## src/rtl/io_pkg.sv

```systemverilog
// Shared constants for the data-side memory/I-O bridge: I/O page offsets,
// STATUS register bit positions and the UART transmitter state encoding.
package io_pkg;

    localparam logic [7:0] TXDATA_OFS = 8'h00;
    localparam logic [7:0] STATUS_OFS = 8'h04;
    localparam logic [7:0] CYCLE_OFS  = 8'h08;

    localparam int STAT_BUSY_BIT = 0;
    localparam int STAT_FULL_BIT = 1;
    localparam int STAT_OVF_BIT  = 2;

    typedef enum logic [1:0] {
        IDLE  = 2'd0,
        START = 2'd1,
        DATA  = 2'd2,
        STOP  = 2'd3
    } tx_state_e;

endpackage

```

## src/rtl/sync_fifo.sv

```systemverilog
// Single-clock FIFO with an extra pointer bit for full/empty detection.
// A push into a full FIFO is accepted when a pop happens in the same cycle.
module sync_fifo #(
    parameter int WIDTH = 8,
    parameter int DEPTH = 4
) (
    input  logic             clock,
    input  logic             clear_n,
    input  logic             push,
    input  logic             pop,
    input  logic [WIDTH-1:0] din,
    output logic [WIDTH-1:0] dout,
    output logic             full,
    output logic             empty
);

    localparam int AW = $clog2(DEPTH);

    logic [WIDTH-1:0] mem [DEPTH];
    logic [AW:0]      wr_ptr;
    logic [AW:0]      rd_ptr;
    logic             do_push;
    logic             do_pop;

    assign empty   = (wr_ptr == rd_ptr);
    assign full    = (wr_ptr[AW] != rd_ptr[AW]) && (wr_ptr[AW-1:0] == rd_ptr[AW-1:0]);
    assign do_pop  = pop && !empty;
    assign do_push = push && (!full || do_pop);
    assign dout    = mem[rd_ptr[AW-1:0]];

    // Pointer advance; clearing empties the FIFO immediately.
    always_ff @(posedge clock or negedge clear_n) begin
        if (!clear_n) begin
            wr_ptr <= '0;
            rd_ptr <= '0;
        end else begin
            if (do_push) wr_ptr <= wr_ptr + 1'b1;
            if (do_pop)  rd_ptr <= rd_ptr + 1'b1;
        end
    end

    // Storage write for accepted pushes.
    always_ff @(posedge clock) begin
        if (do_push) mem[wr_ptr[AW-1:0]] <= din;
    end

endmodule

```

## src/rtl/io_mem_bridge.sv

```systemverilog
// Data-side memory stage: word RAM plus an I/O page holding a buffered
// UART transmitter and a free-running cycle counter.
module io_mem_bridge
    import io_pkg::*;
#(
    parameter int          RAM_WORDS  = 64,
    parameter int          CLK_DIV    = 16,
    parameter int          FIFO_DEPTH = 4,
    parameter logic [31:0] IO_BASE    = 32'h0000_FF00
) (
    input  logic        clock,
    input  logic        resetn,
    input  logic [31:0] addr,
    input  logic [31:0] wdata,
    input  logic        we,
    output logic [31:0] rdata,
    output logic        tx,
    output logic        tx_busy
);

    localparam int RAM_AW = $clog2(RAM_WORDS);
    localparam int BAUD_W = $clog2(CLK_DIV);
    localparam logic [BAUD_W-1:0] BAUD_LAST = BAUD_W'(CLK_DIV - 1);

    logic [31:0]       ram [RAM_WORDS];
    logic              io_sel;
    logic [7:0]        ofs;
    logic [RAM_AW-1:0] ram_idx;
    logic [31:0]       cycle_cnt;
    logic              overflow;
    logic              push_tx;
    logic              ovf_clr;
    logic              fifo_full;
    logic              fifo_empty;
    logic [7:0]        fifo_dout;
    logic              pop;

    tx_state_e         state, state_nxt;
    logic [BAUD_W-1:0] baud, baud_nxt;
    logic [2:0]        bit_idx, bit_nxt;
    logic [7:0]        shift, shift_nxt;
    logic              tx_nxt;
    logic              baud_end;

    assign io_sel   = (addr[31:8] == IO_BASE[31:8]);
    assign ofs      = addr[7:0];
    assign ram_idx  = addr[RAM_AW+1:2];
    assign push_tx  = we && io_sel && (ofs == TXDATA_OFS);
    assign ovf_clr  = we && io_sel && (ofs == STATUS_OFS) && wdata[STAT_OVF_BIT];
    assign baud_end = (baud == BAUD_LAST);
    assign tx_busy  = !fifo_empty || (state != IDLE);

    sync_fifo #(.WIDTH(8), .DEPTH(FIFO_DEPTH)) u_fifo (
        .clock   (clock),
        .clear_n (resetn),
        .push    (push_tx),
        .pop     (pop),
        .din     (wdata[7:0]),
        .dout    (fifo_dout),
        .full    (fifo_full),
        .empty   (fifo_empty)
    );

    // RAM store; I/O-page accesses never touch the RAM even though the index aliases.
    always_ff @(posedge clock) begin
        if (we && !io_sel) ram[ram_idx] <= wdata;
    end

    // Load data mux: RAM word or I/O register, unmapped offsets read zero.
    always_comb begin
        rdata = '0;
        if (!io_sel) begin
            rdata = ram[ram_idx];
        end else begin
            case (ofs)
                STATUS_OFS: begin
                    rdata[STAT_BUSY_BIT] = tx_busy;
                    rdata[STAT_FULL_BIT] = fifo_full;
                    rdata[STAT_OVF_BIT]  = overflow;
                end
                CYCLE_OFS: rdata = cycle_cnt;
                default:   rdata = '0;
            endcase
        end
    end

    // Free-running cycle counter and sticky overflow flag (drop only when no pop frees a slot).
    always_ff @(posedge clock or negedge resetn) begin
        if (!resetn) begin
            cycle_cnt <= '0;
            overflow  <= 1'b0;
        end else begin
            cycle_cnt <= cycle_cnt + 32'd1;
            if (push_tx && fifo_full && !pop) overflow <= 1'b1;
            else if (ovf_clr)                 overflow <= 1'b0;
        end
    end

    // Transmitter control registers; tx is registered so the line never glitches.
    always_ff @(posedge clock or negedge resetn) begin
        if (!resetn) begin
            state   <= IDLE;
            baud    <= '0;
            bit_idx <= '0;
            tx      <= 1'b1;
        end else begin
            state   <= state_nxt;
            baud    <= baud_nxt;
            bit_idx <= bit_nxt;
            tx      <= tx_nxt;
        end
    end

    // Byte shift register holds the frame in flight.
    always_ff @(posedge clock) begin
        shift <= shift_nxt;
    end

    // Next-state logic: tx_nxt is the line level for the coming bit period.
    always_comb begin
        state_nxt = state;
        baud_nxt  = baud;
        bit_nxt   = bit_idx;
        shift_nxt = shift;
        tx_nxt    = tx;
        pop       = 1'b0;
        case (state)
            IDLE: begin
                tx_nxt = 1'b1;
                if (!fifo_empty) begin
                    pop       = 1'b1;
                    shift_nxt = fifo_dout;
                    baud_nxt  = '0;
                    state_nxt = START;
                    tx_nxt    = 1'b0;
                end
            end
            START: begin
                if (baud_end) begin
                    baud_nxt  = '0;
                    bit_nxt   = '0;
                    state_nxt = DATA;
                    tx_nxt    = shift[0];
                end else begin
                    baud_nxt = baud + 1'b1;
                end
            end
            DATA: begin
                if (baud_end) begin
                    baud_nxt = '0;
                    if (bit_idx == 3'd7) begin
                        state_nxt = STOP;
                        tx_nxt    = 1'b1;
                    end else begin
                        bit_nxt   = bit_idx + 3'd1;
                        shift_nxt = {1'b0, shift[7:1]};
                        tx_nxt    = shift[1];
                    end
                end else begin
                    baud_nxt = baud + 1'b1;
                end
            end
            STOP: begin
                if (baud_end) begin
                    baud_nxt = '0;
                    if (!fifo_empty) begin
                        pop       = 1'b1;
                        shift_nxt = fifo_dout;
                        state_nxt = START;
                        tx_nxt    = 1'b0;
                    end else begin
                        state_nxt = IDLE;
                        tx_nxt    = 1'b1;
                    end
                end else begin
                    baud_nxt = baud + 1'b1;
                end
            end
            default: state_nxt = IDLE;
        endcase
    end

endmodule

```

## config.mk

```make
export PLATFORM = sky130hd
export DESIGN_NAME = io_mem_bridge
export DESIGN_NICKNAME = d
export VERILOG_FILES = /design/src/rtl/io_pkg.sv /design/src/rtl/sync_fifo.sv /design/src/rtl/io_mem_bridge.sv
export SDC_FILE = /design/constraint.sdc
export NUM_CORES = 2
export LEC_CHECK = 0
export CAP_MARGIN = 30
export CORE_MARGIN = 8
export CORE_UTILIZATION = 45
export DETAILED_ROUTE_END_ITERATION = 16
export GPL_ROUTABILITY_DRIVEN = 0
export HOLD_SLACK_MARGIN = 0.1
export SYNTH_ARGS = -nofsm -noshare
export SYNTH_HDL_FRONTEND = slang
export SYNTH_SLANG_ARGS = --single-unit
```

## constraint.sdc

```tcl
create_clock -name clock -period 3.3 [get_ports clock]
set_input_delay 0.66 -clock clock [delete_from_list [all_inputs] [get_ports clock]]
set_output_delay 0.66 -clock clock [all_outputs]
set_load 0.1 [all_outputs]
```

==> reports/results.txt <==
endpoint class of the critical path = output port
Crit path depth = 6
initial core utilization = 45.3%
synth unique cells = 68
slew margin rel. = 37.5%
cells after synthesis = 4014
asr flop ratio synth = 2.29%
final count of hold timing violations = 0
CP max FO = 1
status = finished with violations
FF+latch count, synth = 2137
Port Buffers = 100
vias in the first global route = 45005
register area share after synthesis = 77.1%
Critical-path top delay cell = mux4_2
top-level port count = 101
worst-path cell chain = mux4_2 -> a22oi_2 -> nand4_1 -> a31o_2 -> a221o_2 -> buf_12
CTS buffer count = 212
RSZ-0062 raised after global routing = true
post-route ant nets = 0
Final WS setup = -0.488 ns
max cap viols = 0
area leader, netlist = edfxtp_1
Critical R2R Capture = u_fifo.mem[1][3]
worst path buffer plus inverter count = 1
Clock Pin Slew Worst Setup and Hold Paths = 0.06 ns
M2 GR Usage = 40.9%
clock root cell = clkbuf_16
Syn Area/Cell = 20.6 um^2
Post-Syn Nets = 4095
placed cell count = 7044
core area = 183000 um^2
Die Ht = 445 um
largest net degree at the start of global routing = 65
first-pass GRT wire length = 354 mm
Clk Latency, worst-skew pair = 0.86 ns
Fin Clk Skew = 0.0238 ns
final setup fails = 32
CP delay by family, top = compound AO/OA/AOI/OAI gates
fin crit period = 3.79 ns
RR Startpoint = state[0]
Final Max Slew Viols = 0
initial antenna violation count = 8
critical path class = flip-flop to output port
gr ovfl total = 0
final non-filler cell total = 7536
Num Clock Sinks = 2137
DR DRC count = 0
top-area cell type share of the netlist area = 75.6%
share of cells above drive strength 1 = 36.2%
synthesized cell area = 82900 um^2
EDFF count, synth = 2088
nets@finish = 4974
R2R Setup Slk = 0.76 ns
design area = 105000 um^2
Syn-to-layout area delta = 27.0%
achievable frequency = 264 MHz
Main synth FF type = edfxtp_1
# rows = 157
met1 usage = 34.9%
vias per cell = 6.09
Placed Area = 95500 um^2
Total Routing Usage GR = 25.3%
Synth warnings = 0
Die ar. = 198000 um^2
reg2reg path depth = 8
worst-margin pin slew = 0.938 ns
critical path startpoint category = flip-flop
Critical path origin = ram[38][29]
DR iter-0 viols = 5987
vias = 45923
Routed WL = 257 mm
H-tree depth = 4
Leakage Power = 35.2 nW
Crit path required time = 2.64 ns
CP arrival = 3.13 ns
CP max stage delay = 0.48 ns
GRT met3 Usage = 4.70%
top cells by count, synth = 2088 x edfxtp_1, 363 x mux4_2, 320 x mux2i_1
die width = 445 um
Initial DRT Pass Iterations = 6
period utilization = 115%
violated checks = setup timing
most common cell in the netlist = edfxtp_1
WL/cell = 34.1 um
synth top area cells = edfxtp_1 76%, mux4_2 9.9%, mux2i_1 3.9%
most crowded layer after global routing = met2
power per cell area = 555 nW/um^2
Hold Path Class = primary input to flip-flop
Peak VDD IR = 560 uV
crit path to = rdata[29]
HPWL Detailed = 166 mm
clk buf depth = 3
CTS tree = done
pre-CTS setup slack = -0.987 ns
[layout by cell type (no fill, tap or decap), types with 9 or more instances in the layout]
cell	n
xor2_1	18
nand3_1	55
a21oi_1	40
nand3_2	10
clkinv_1	54
a22oi_2	57
nand2_1	111
buf_8	14
a22o_1	25
mux4_2	368
and2_1	12
buf_2	40
and3_1	16
xnor2_1	20
bufinv_16	20
o2bb2ai_4	9
a22oi_1	137
buf_4	423
a211oi_2	11
nor4_4	9
a211oi_1	12
clkbuf_1	47
nor3_1	11
edfxtp_1	2088
buf_6	52
clkinv_2	36
dfrtp_1	48
o21ai_0	20
ha_1	13
nand4_1	31
clkbuf_16	220
buf_16	21
nor2_1	18
nor2b_1	19
mux2i_1	316
nor2_4	67
buf_12	320
a221oi_1	9
[worst reg2reg max path: cells and delay by family (launching register included)]
kind	cells	cell delay (ns)
and+or+nand+nor	4	1.04
buffers and inverters	3	0.47
DFF	1	0.41
adders and majority gates	1	0.32
[per-layer routing]
layer / vias up / part of all wire, %
li1: 18590 / -
met1: 24504 / 39
met2: 2389 / 48
met3: 438 / 8.8
met4: 2 / 3.7
met5: - / 0.0051
[metrics by stage]
step	setup TNS [ns]	total power [W]	hold slack, ns	util (%)
floorplan	-341.41	0.0326	0.364	-
CTS	-11.66	0.0586	0.123	56.8
global route	-11.60	0.0599	0.154	57.5
finish	-9.92	0.0584	0.194	57.5
global placement	-709.52	0.0346	0.463	52.1
detailed placement	-674.78	0.0347	0.485	52.2
[report_power, final]
group	internal, W	switching [W]	leakage, nW	total, W
combinational	0.00186	0.00259	12.5	0.00445
sequential	0.0300	0.0000589	19.4	0.0300
clock	0.0135	0.0104	3.33	0.0239
total	0.0453	0.0131	35.2	0.0584
[flip-flops by register name (all words and copies together), names as in the netlist]
signal	cells
baud	4
u_fifo.wr_ptr	3
cycle_cnt	32
ram	2048
bit_idx	3
tx	1
u_fifo.mem	32
shift	8
state	2
u_fifo.rd_ptr	3
overflow	1
[how the worst min path moves through the flow]
stage,from,endpoint,depth (start not counted)
2_1_floorplan,resetn,baud[0],0
3_3_place_gp,cycle_cnt[0],cycle_cnt[0],1
3_5_place_dp,cycle_cnt[18],cycle_cnt[18],1
4_1_cts,wdata[6],ram[57][6],1
5_1_grt,wdata[6],ram[22][6],1
6_report,wdata[6],ram[56][6],1
[repair_timing]
action,4_1_cts,5_1_grt
cloned,11,7
endpoints found under the hold margin,43,11
hold buffers,3,4
gates resized for setup,278,129
setup endpoints to repair,32,32
pin swaps,73,68
setup buffers,41,36
[logic make-up after synthesis]
family | count (synthesis) | share of synthesized area [%]
AO/OA/AOI/OAI | 416 | 3.69
XOR/XNOR | 38 | 0.402
adder cells (fa/ha/maj) | 14 | 0.211
buffers and inverters | 244 | 1.58
flip-flops | 2137 | 77.1
multiplexers | 699 | 14.1
AND/OR/NAND/NOR | 466 | 2.90
[final cells by class]
type	count	area, um^2
well taps	2464	3080
flip-flops and latches	2137	63900
repair buffers	900	11600
inverters	9	33.8
diodes	1	2.50
clock inverters	131	1360
clock buffers	261	5520
multi-input cells	1633	19800
fillers	13456	77800
Note: power is estimated with default switching activity, not from simulation.
